## src/rtl/mul_div_ctrl.sv

```systemverilog
// Multi-cycle multiply/divide unit for a pipelined core.
// One radix-2 step per cycle: shift-add for multiply and restoring
// shift-subtract for divide, both on operand magnitudes. Signs are
// applied to the result in the single FIX cycle that publishes it.
module mul_div_ctrl #(
  parameter int DW = 32
) (
  input  logic          clk,
  input  logic          rst,
  input  logic          start,
  input  logic [1:0]    op,
  input  logic [DW-1:0] srcA,
  input  logic [DW-1:0] srcB,
  input  logic          cancel,
  output logic          stall_req,
  output logic          busy,
  output logic          done,
  output logic          we_hi,
  output logic          we_lo,
  output logic [DW-1:0] hi_out,
  output logic [DW-1:0] lo_out
);

  typedef enum logic [1:0] {
    IDLE = 2'd0,
    ITER = 2'd1,
    FIX  = 2'd2
  } state_t;

  state_t r_state;
  state_t w_next;

  logic [1:0]    r_op;
  logic          r_signA;
  logic          r_signB;
  logic          r_dz;
  logic [5:0]    r_cnt;
  logic [DW-1:0] r_opnd;
  logic [DW-1:0] r_hi;
  logic [DW-1:0] r_lo;

  logic          w_accept;
  logic          w_divZero;
  logic          w_signA;
  logic          w_signB;
  logic [DW-1:0] w_magA;
  logic [DW-1:0] w_magB;

  logic [DW:0]     w_mulSum;
  logic [DW-1:0]   w_mulHi;
  logic [DW-1:0]   w_mulLo;
  logic [DW:0]     w_divShift;
  logic            w_divFits;
  logic [DW-1:0]   w_divHi;
  logic [DW-1:0]   w_divLo;
  logic [2*DW-1:0] w_prodNeg;
  logic            w_mulNeg;
  logic            w_quoNeg;
  logic [DW-1:0]   w_resHi;
  logic [DW-1:0]   w_resLo;

  // Acceptance and operand conditioning; only signed ops take magnitudes
  assign w_accept  = (r_state == IDLE) && start && !cancel;
  assign w_divZero = op[1] && (srcB == '0);
  assign w_signA   = op[0] & srcA[DW-1];
  assign w_signB   = op[0] & srcB[DW-1];
  assign w_magA    = w_signA ? -srcA : srcA;
  assign w_magB    = w_signB ? -srcB : srcB;

  // Multiply step: {carry,hi,lo} shifts right, multiplier bits leave lo[0]
  assign w_mulSum = {1'b0, r_hi} + (r_lo[0] ? {1'b0, r_opnd} : '0);
  assign w_mulHi  = w_mulSum[DW:1];
  assign w_mulLo  = {w_mulSum[0], r_lo[DW-1:1]};

  // Divide step: remainder takes the next dividend bit, subtract if it fits
  assign w_divShift = {r_hi, r_lo[DW-1]};
  assign w_divFits  = (w_divShift >= {1'b0, r_opnd});
  assign w_divHi    = w_divFits ? DW'(w_divShift - {1'b0, r_opnd}) : w_divShift[DW-1:0];
  assign w_divLo    = {r_lo[DW-2:0], w_divFits};

  // Sign fix-up of the magnitude result; divide-by-zero keeps the dividend
  assign w_prodNeg = -{r_hi, r_lo};
  assign w_mulNeg  = r_op[0] & (r_signA ^ r_signB);
  assign w_quoNeg  = r_op[0] & (r_signA ^ r_signB);

  // Select the published result for the current operation
  always_comb begin
    w_resHi = r_hi;
    w_resLo = r_lo;
    if (r_op[1]) begin
      w_resHi = r_signA ? -r_hi : r_hi;
      if (r_dz) begin
        w_resLo = '1;
      end else begin
        w_resLo = w_quoNeg ? -r_lo : r_lo;
      end
    end else if (w_mulNeg) begin
      w_resHi = w_prodNeg[2*DW-1:DW];
      w_resLo = w_prodNeg[DW-1:0];
    end
  end

  // State register
  always_ff @(posedge clk or negedge rst) begin
    if (!rst) begin
      r_state <= IDLE;
    end else begin
      r_state <= w_next;
    end
  end

  // Next-state logic; cancel aborts ITER, FIX always lasts one cycle
  always_comb begin
    w_next = r_state;
    case (r_state)
      IDLE: begin
        if (w_accept) begin
          w_next = w_divZero ? FIX : ITER;
        end
      end
      ITER: begin
        if (cancel) begin
          w_next = IDLE;
        end else if (r_cnt == 6'(DW - 1)) begin
          w_next = FIX;
        end
      end
      FIX:     w_next = IDLE;
      default: w_next = IDLE;
    endcase
  end

  // Outputs: results and write enables are exposed only during FIX
  always_comb begin
    busy      = (r_state != IDLE);
    stall_req = (r_state == ITER) || (w_accept && rst);
    done      = 1'b0;
    we_hi     = 1'b0;
    we_lo     = 1'b0;
    hi_out    = '0;
    lo_out    = '0;
    if (r_state == FIX) begin
      done   = 1'b1;
      we_hi  = 1'b1;
      we_lo  = 1'b1;
      hi_out = w_resHi;
      lo_out = w_resLo;
    end
  end

  // Datapath: latch operands on accept, iterate one bit per ITER cycle
  always_ff @(posedge clk or negedge rst) begin
    if (!rst) begin
      r_op    <= '0;
      r_signA <= 1'b0;
      r_signB <= 1'b0;
      r_dz    <= 1'b0;
      r_cnt   <= '0;
      r_opnd  <= '0;
      r_hi    <= '0;
      r_lo    <= '0;
    end else begin
      case (r_state)
        IDLE: begin
          if (w_accept) begin
            r_op    <= op;
            r_signA <= w_signA;
            r_signB <= w_signB;
            r_dz    <= w_divZero;
            r_cnt   <= '0;
            if (op[1]) begin
              r_opnd <= w_magB;
              r_hi   <= w_divZero ? w_magA : '0;
              r_lo   <= w_magA;
            end else begin
              r_opnd <= w_magA;
              r_hi   <= '0;
              r_lo   <= w_magB;
            end
          end
        end
        ITER: begin
          r_cnt <= r_cnt + 6'd1;
          if (r_op[1]) begin
            r_hi <= w_divHi;
            r_lo <= w_divLo;
          end else begin
            r_hi <= w_mulHi;
            r_lo <= w_mulLo;
          end
        end
        default: begin
        end
      endcase
    end
  end

endmodule

```

## config.mk

```make
export PLATFORM = sky130hd
export DESIGN_NAME = mul_div_ctrl
export DESIGN_NICKNAME = d
export VERILOG_FILES = /design/src/rtl/mul_div_ctrl.sv
export SDC_FILE = /design/constraint.sdc
export NUM_CORES = 1
export LEC_CHECK = 0
export BUFFER_PORTS_ARGS = -buffer_cell sky130_fd_sc_hd__buf_2
export CELL_PAD_IN_SITES_DETAIL_PLACEMENT = 0
export CELL_PAD_IN_SITES_GLOBAL_PLACEMENT = 1
export CORE_UTILIZATION = 35
export CTS_BUF_LIST = sky130_fd_sc_hd__clkbuf_8
export DETAILED_ROUTE_END_ITERATION = 7
export GPL_TIMING_DRIVEN = 0
export PLACE_DENSITY_LB_ADDON = 0.08
export SLEW_MARGIN = 15
export SYNTH_ARGS = -nofsm -noshare
export SYNTH_HDL_FRONTEND = slang
export SYNTH_SLANG_ARGS = --single-unit
```

## constraint.sdc

```tcl
create_clock -name clk -period 3.67 [get_ports clk]
set_input_delay 0.367 -clock clk [delete_from_list [all_inputs] [get_ports clk]]
set_output_delay 0.367 -clock clk [all_outputs]
set_load 0.05 [all_outputs]
```

=== Yosys cells after proc, flatten, opt, wreduce, memory -nomap -nowiden ===
Cells that the tools add are included.

* Bits in registers: 109
* Input port bits: 70

* Magnitude comparators: 1
* Muxes and demuxes: 31
* Bitwise operators: 4
* Reduce and logical (&&, ||, !) cells: 13
* Equality and inequality tests: 5
* Add/sub/neg operators: 8

{| class="wikitable"
|+ Operators by type and width
! kind !! number
|-
| $mux 32 || 21
|-
| $neg 32->32 || 4
|-
| $pmux 32 s2 || 2
|-
| $neg 64->64 || 1
|-
| $add 32x32->33 || 1
|-
| $ge 33x32->1 || 1
|-
| $logic_not 32->1 || 1
|-
| $sub 32x32->32 || 1
|-
| $pmux 6 s2 || 1
|-
| $mux 2 || 4
|-
| $add 6x1->6 const B || 1
|-
| $eq 6x5->1 const B || 1
|-
| $mux 6 || 1
|-
| $reduce_and 2->1 || 3
|-
| $logic_and 1x1->1 || 4
|-
| $pmux 2 s2 || 1
|-
| $reduce_bool 2->1 || 2
|-
| $and 1x1->1 || 3
|-
| $ne 3x3->1 const B || 1
|-
| $eq 2x1->1 const B || 1
|-
| $eq 2x2->1 const B || 1
|-
| $logic_not 2->1 || 1
|-
| $ne 2x2->1 const B || 1
|-
| $logic_not 1->1 || 1
|-
| other kinds (3) || 3
|}

=== Longest topological paths before layout ===
Gate-level depths: netlist (run 1).

* Word-level depth: 6
* Mapped depth: 14
* Gate-level depth less buffers: 13

=== Least setup slack after synthesis (run 1) ===
No wires, ideal clock.

* Kind: register to output
* Start point: register r_lo[0]
* End point: output port hi_out[18]
* Slack: -0.054 ns
* Data arrival time: 3.357 ns
* Stages on the path, launching flop included: 11
* Required time: 3.303 ns
* Path through: dfrtp_1 -> inv_1 -> buf_1 -> ha_1 -> nand2b_1 -> nor4_2 -> nand4_1 -> nor2_1 -> nor3_1 -> o21a_1 -> nor3_1

* Word-level cells in the longest chain between the ends: 4

{| class="wikitable"
|+ Ends and longest elaborated chain
! item !! line !! text
|-
| start, declared || 40 || <nowiki>logic [DW-1:0] r_lo;</nowiki>
|-
| start signal, assigned || 174 || <nowiki>r_lo <= w_magA;</nowiki>
|-
| start signal, assigned || 178 || <nowiki>r_lo <= w_magB;</nowiki>
|-
| start signal, assigned || 186 || <nowiki>r_lo <= w_divLo;</nowiki>
|-
| $neg 64->64 || 82 || <nowiki>assign w_prodNeg = -{r_hi, r_lo};</nowiki>
|-
| $mux 32 || 97 || <nowiki>end else if (w_mulNeg) begin</nowiki>
|-
| $mux 32 || 90 || <nowiki>if (r_op[1]) begin</nowiki>
|-
| $mux 32 || 142 || <nowiki>if (r_state == FIX) begin</nowiki>
|-
| end, declared || 20 || <nowiki>output logic [DW-1:0] hi_out,</nowiki>
|}

No other way between the ends.

=== Final worst setup path (run 1) ===
* Start point: register r_lo[4]
* End point: output port hi_out[21]

The elaborated chain is that of the path after synthesis.

==> results_dict.tcl, run 1 <==
set metrics [dict create \
    synth-async-reset-ratio_pct 100 \
    synth_area_per_cell_um2 7.27 \
    fmax_mhz 258 \
    cts_buffer_depth 2 \
    instances_no_fill 2484 \
    detail_route.wl_per_cell_um 27.0 \
    cp_common_cell "or4_4" \
    end_kind "output port" \
    drive_gt1_share_pct 20.5 \
    p_leak_nw 6.66 \
    fillers 3906 \
    grt_setup_unrepaired "true" \
    rows 70 \
    yosys.area.top_type "dfrtp_1" \
    syn_area_um2 13100 \
    dp_hpwl_mm 52.8 \
    yosysUniqueCellTypes 85 \
    min_path_type "in2reg" \
    clk_latency_ns 0.43 \
    ir_worst_vdd_v 0.000290 \
    critPathMaxFanout 4 \
    grt_pass1_vias 14279 \
    crit_end "hi_out[21]" \
    syn2layout_area_growth_pct 23.3 \
    h-tree-depth 3 \
    arrival_ns 3.51 \
    drv_slew 0 \
    ant_nets 0 \
    r2r_end "r_hi[5]$_DFFE_PN0P_" \
    firstDrtPassIters 5 \
    reg2reg_slack_ns 0.06 \
    drv_cap 0 \
    die_h_um 196 \
    utilization_pct 44.1 \
    gr-total-overflow 0 \
    antenna_found_initial 0 \
    layout_commonest_cell "nor2_1" \
    cts_tree "done" \
    p_total_mw 11.9 \
    grt_max_degree 73 \
    path_clk_slew_ns 0.13 \
    synth_ff_type "dfrtp_1" \
    routed_wl_mm 66.9 \
    required_ns 3.30 \
    synth_area_leaders "dfrtp_1 21%, a21oi_1 8.2%, ha_1 6.6%" \
    port_buffers 137 \
    synth_top_area_share_pct 20.8 \
    setup.worst_path.start_class "register" \
    ys_ff_latch 109 \
    cts_made_buffers 9 \
    path_cells "or4_4 -> nor4_4 -> nand4_4 -> or4_4 -> o21ai_2 -> a21o_1 -> a31o_4 -> xor2_4 -> nor2_2 -> buf_6" \
    die-area_um2 38300 \
    grt.total_usage_pct 34.3 \
    route.vias.total 15164 \
    clock-sinks 109 \
    relSlewSlack_pct 16.5 \
    n_antenna_cell 0 \
    gp_congestion 0.958 \
    synth-edff-count 0 \
    fin_ws_ns -0.205 \
    drtIter0Drc 1430 \
    hold_viol_final 0 \
    finClkSkew_ns 0.0309 \
    r2r_start "r_hi[5]$_DFFE_PN0P_" \
    place_ws_ns -1.61 \
    worstSetupPathType "reg2out" \
    core_um2 36800 \
    startpoint "r_lo[4]$_DFFE_PN0P_" \
    status "complete, but fails checks" \
    dpl.cell_count 2415 \
    setup_viol 17 \
    route.detailed.drc 0 \
    layout_common_cells "209 x nor2_1, 201 x a21oi_1, 151 x nand2_1" \
    max_stage_delay_ns 0.56 \
    worst_pin_slew_ns 1.25 \
    initial_core_util_pct 35.7 \
    ctsRootBufferMaster "clkbuf_8" \
    grt_pass1_wl_mm 97.0 \
    min_period_over_period_pct 106 \
    final_nets 2152 \
    seq_area_frac_synth_pct 20.8 \
    violations "negative setup slack" \
    die_w_um 196 \
    fin_crit_ns 3.88 \
    syn_nets 1949 \
    avgViaCountPerCell 6.10 \
    postSynthCellCount 1808 \
    power.density_nw_per_um2 733 \
    reg2regPathDepth 12 \
    crit_path_top_delay_cell "or4_4" \
    ys_warn_count 0 \
    ios 139 \
]
kinds of logic (layout without fill, tap and decap cells):
group           after synthesis  after routing  share of synthesized area (%)
compound gates              626            626                           29.7
xor+xnor                    169            169                           11.3
fa+ha+maj                    71             71                           6.87
buf+inv                     186            394                           5.55
flops                       109            109                           20.8
mux                          60             60                           4.66
simple gates                587            587                           21.2
flip-flops by register name (all words and copies together), names as in the netlist:
signal,flops
r_dz,1
r_signB,1
r_cnt,6
r_op,2
r_signA,1
r_lo,32
r_state,2
r_hi,32
r_opnd,32
through the flow:
step	instance area [µm²]	hold WS, ns	setup TNS [ns]
CTS	15600	0.125	-1.41
global route	16200	0.139	-3.97
global placement	14400	0.466	-44.32
finish	16200	0.139	-1.51
detailed placement	14500	0.322	-41.80
floorplan	13100	0.0714	0
repair_timing:
action / in CTS / in global routing
hold buffers: 1 / 0
hold endpoints to repair: 37 / 0
setup endpoints to repair: 95 / 68
resized for setup: 157 / 138
gates cloned: 0 / 0
buffers inserted: 37 / 29
pin swaps: 30 / 54
layer usage:
| layer | global-route usage [%] | wire length, µm |
|---|---|---|
| met3 | 4.11 | 4380 |
| met5 | 0 | 0 |
| met2 | 53.2 | 29300 |
| met4 | 15.4 | 3340 |
| met1 | 47.7 | 29900 |
critical path: cells and delay by family, from the launching register on:
| family | cells | cell delay (ns) |
|---|---|---|
| AO/OA/AOI/OAI | 3 | 0.57 |
| buffers and inverters | 1 | 0.17 |
| XOR/XNOR | 1 | 0.21 |
| AND/OR/NAND/NOR | 5 | 1.70 |
| flip-flops | 1 | 0.43 |
cell usage after synthesis (7+ instances only):
cell type / instances
nor2_1: 221
a21oi_1: 216
nand2_1: 154
o21ai_0: 135
dfrtp_1: 109
xnor2_1: 98
clkbuf_1: 95
xor2_1: 71
ha_1: 69
inv_1: 66
a211oi_1: 51
mux2i_1: 51
nor3_1: 41
o211ai_1: 34
nand3_1: 32
a21o_1: 24
a31oi_1: 23
nor4_1: 21
o31ai_1: 21
or3_1: 15
buf_1: 14
nand4_1: 14
nand2b_1: 13
o41ai_1: 13
a22oi_1: 12
or4_1: 12
o21a_1: 11
and2_1: 10
nor2b_1: 10
a221oi_1: 9
and3_1: 9
mux2_2: 9
a211o_1: 8
o21bai_1: 7
where the power goes:
part	internal, mW	switching, mW	leakage, nW
registers	1.57	0.800	1.30
clock network	0.334	0.548	0.105
logic	3.28	5.34	5.25
total	5.19	6.69	6.66
layout make-up:
cell class	instances	area [µm²]	area share (%)
Sequential cell	109	2760	17.0
Clock buffer	9	124	0.764
Multi-Input combinational cell	1513	10400	64.4
Buffer	107	480	2.96
Tap cell	468	586	3.61
Inverter	66	253	1.56
Timing Repair Buffer	205	1470	9.06
Clock inverter	7	91.3	0.564
worst min path at each step:
stage	start	endpoint	slack, ns	cells after the start
after floorplan	rst	r_cnt[0]$_DFFE_PN0P_	0.07	0
final	cancel	r_state[1]$_DFFE_PN0P_	0.14	2
after detailed placement	rst	r_cnt[3]$_DFFE_PN0P_	0.32	1
after global routing	cancel	r_state[0]$_DFFE_PN0P_	0.14	2
after global placement	r_opnd[13]$_DFFE_PN0P_	r_opnd[13]$_DFFE_PN0P_	0.47	2
after CTS	cancel	r_state[0]$_DFFE_PN0P_	0.13	2
Power figures use the tool's default switching activity.
==> run 2: changes to the inputs <==
--- a/config.mk
+++ b/config.mk
@@ -9,4 +9,5 @@
 export CELL_PAD_IN_SITES_DETAIL_PLACEMENT = 0
 export CELL_PAD_IN_SITES_GLOBAL_PLACEMENT = 1
+export CORE_ASPECT_RATIO = 1.25
 export CORE_UTILIZATION = 35
 export CTS_BUF_LIST = sky130_fd_sc_hd__clkbuf_8
==> constraint.sdc (replaced) <==
create_clock -name clk -period 3.67 [get_ports clk]
set_input_delay 0.367 -clock clk [delete_from_list [all_inputs] [get_ports clk]]
set_output_delay 0.367 -clock clk [all_outputs]
set_load 0.1 [all_outputs]
==> run 2 against run 1 <==
The flow still finishes with violations (negative setup slack). Count of clock-buffer cells in the layout stayed put. Die area about the same. Total power decreased by 1.2%. Worst hold slack better by 0.0033 ns. Sequential power about the same. Non-clock buffer count shrank 12.
==> results_dict.tcl, run 2 (synthesized netlist as in run 1, its figures left out) <==
set metrics [dict create \
    holdWs_ns 0.142 \
    die_w_um 175 \
    power_switching_mw 6.65 \
    r2r_start "r_lo[0]$_DFFE_PN0P_" \
    p_leak_nw 6.60 \
    grt_pass1_wl_mm 94.8 \
    instances_no_fill 2491 \
    p_sw_share_pct 56.7 \
    core_um2 37100 \
    drtIter0Drc 1339 \
    worstHoldStart "cancel" \
    rows 79 \
    ir_worst_vdd_v 0.000328 \
    required_ns 3.30 \
    reg2reg_slack_ns 0.06 \
    setup.worst_path.start_class "register" \
    die-area_um2 38300 \
    route.vias.total 15047 \
    path_cells "or4_4 -> nor4_4 -> buf_4 -> nand4_4 -> or4_4 -> o21ai_2 -> a21o_1 -> a31o_1 -> xor2_2 -> nor2_4 -> buf_12" \
    min_path_type "in2reg" \
    relSlewSlack_pct 27.9 \
    ios 139 \
    arrival_ns 3.46 \
    reg2regPathDepth 14 \
    h-tree-depth 3 \
    grt_max_degree 79 \
    ant_nets 0 \
    die_h_um 219 \
    status "complete, but fails checks" \
    port_buffers 137 \
    crit_family "simple AND/OR/NAND/NOR gates" \
    fin_ws_ns -0.161 \
    hold_end "r_state[1]$_DFFE_PN0P_" \
    violations "negative setup slack" \
    cp_common_cell "or4_4" \
    gr-total-overflow 0 \
    routed_wl_mm 64.8 \
    fillers 3911 \
    max_stage_delay_ns 0.56 \
    crit_path_top_delay_cell "or4_4" \
    pwr-share-seq_pct 20.2 \
    drive_gt1_share_pct 21.2 \
    worst_pin_slew_ns 1.08 \
    worstSetupPathType "reg2out" \
    holdPathStages 2 \
    drv_cap 0 \
    path_depth 11 \
    path_clk_slew_ns 0.13 \
    r2r_end "r_hi[30]$_DFFE_PN0P_" \
    power_frac_comb_pct 73.1 \
    drv_slew 0 \
    regArea_um2 2760 \
    power.density_nw_per_um2 720 \
    clk_latency_ns 0.42 \
    p_int_mw 5.09 \
    dpl.cell_count 2433 \
    place_ws_ns -1.70 \
    cts_tree "done" \
    finClkSkew_ns 0.0186 \
    grt_setup_unrepaired "true" \
    final_nets 2140 \
    dp_hpwl_mm 51.8 \
    syn2layout_area_growth_pct 24.0 \
    fin_crit_ns 3.83 \
    hold_viol_final 0 \
    min_period_over_period_pct 104 \
    critical_path_buf_inv_count 2 \
    fmax_mhz 261 \
    pwr-share-clk_pct 6.6 \
    end_kind "output port" \
    cts_made_buffers 9 \
    layout_common_cells "190 x a21oi_1, 188 x nor2_1, 150 x nand2_1" \
    antenna_found_initial 1 \
    avgViaCountPerCell 6.04 \
    firstDrtPassIters 5 \
    gp_congestion 0.980 \
    top_regs "r_hi: 32 flops, r_lo: 32 flops, r_opnd: 32 flops" \
    utilization_pct 44.0 \
    startpoint "r_lo[13]$_DFFE_PN0P_" \
    multi_input_area_um2 10500 \
    detail_route.wl_per_cell_um 26.0 \
    initial_core_util_pct 35.5 \
    route.detailed.drc 0 \
    grt.total_usage_pct 33.5 \
    grt_pass1_vias 14439 \
    setup_viol 15 \
    clock-sinks 109 \
    layout_commonest_cell "a21oi_1" \
    cts_buffer_depth 2 \
    ctsRootBufferMaster "clkbuf_8" \
    critPathMaxFanout 5 \
]
## run 2: cell count changes in the layout (fill, tap and decap cells not counted), sizes merged
cell	previous run	this run
clkinv	3	2
bufinv	1	0
diode	0	1
clkbuf	95	99
inv	68	69
clkinvlp	1	2
buf	225	209
## run 2: power groups by stage
stage | sequential, mW | combinational [mW] | clock [mW]
after detailed placement | 2.34 | 7.49 | 0
after global placement | 2.33 | 7.54 | 0
after global routing | 2.40 | 9.24 | 0.815
final | 2.38 | 8.59 | 0.776
after CTS | 2.33 | 7.97 | 0.783
after floorplan | 1.96 | 5.34 | 0
## run 2: what timing repair did
action,4_1_cts,5_1_grt
pin swaps,31,39
hold buffers,1,0
gates resized for setup,186,113
endpoints found under the hold margin,32,0
cloned,0,1
setup endpoints to repair,97,84
buffers inserted,25,25
## run 2: how the worst max path moves through the flow
stage | end | slack, ns
6_report | hi_out[21] | -0.16
5_1_grt | hi_out[30] | -0.24
4_1_cts | hi_out[30] | -0.24
3_5_place_dp | hi_out[22] | -1.70
3_3_place_gp | hi_out[22] | -1.65
2_1_floorplan | hi_out[18] | -0.19
## run 2: per-layer routing
layer	vias up	global-route usage (%)	part of all wire [%]
met1	7279	42.2	41
met2	637	56.4	47
li1	6985	-	-
met3	146	2.96	5.4
met4	0	18.3	6.2
met5	-	0	0
## run 2: stage by stage
stage / total power [mW] / setup TNS (ns) / cell area, µm²
3_5_place_dp: 9.83 / -47.72 / 14600
2_1_floorplan: 7.29 / -0.193 / 13300
3_3_place_gp: 9.88 / -48.91 / 14600
4_1_cts: 11.1 / -1.02 / 15700
6_report: 11.7 / -1.35 / 16300
5_1_grt: 12.4 / -3.53 / 16300
## run 2: cell type report
cell class,count,area share (%)
Antenna cell,1,0.0154
Buffer,109,3.03
Multi-Input combinational cell,1513,64.4
Tap cell,486,3.73
Timing Repair Buffer,191,9.28
Inverter,66,1.55
Sequential cell,109,16.9
Clock buffer,9,0.760
Clock inverter,7,0.353
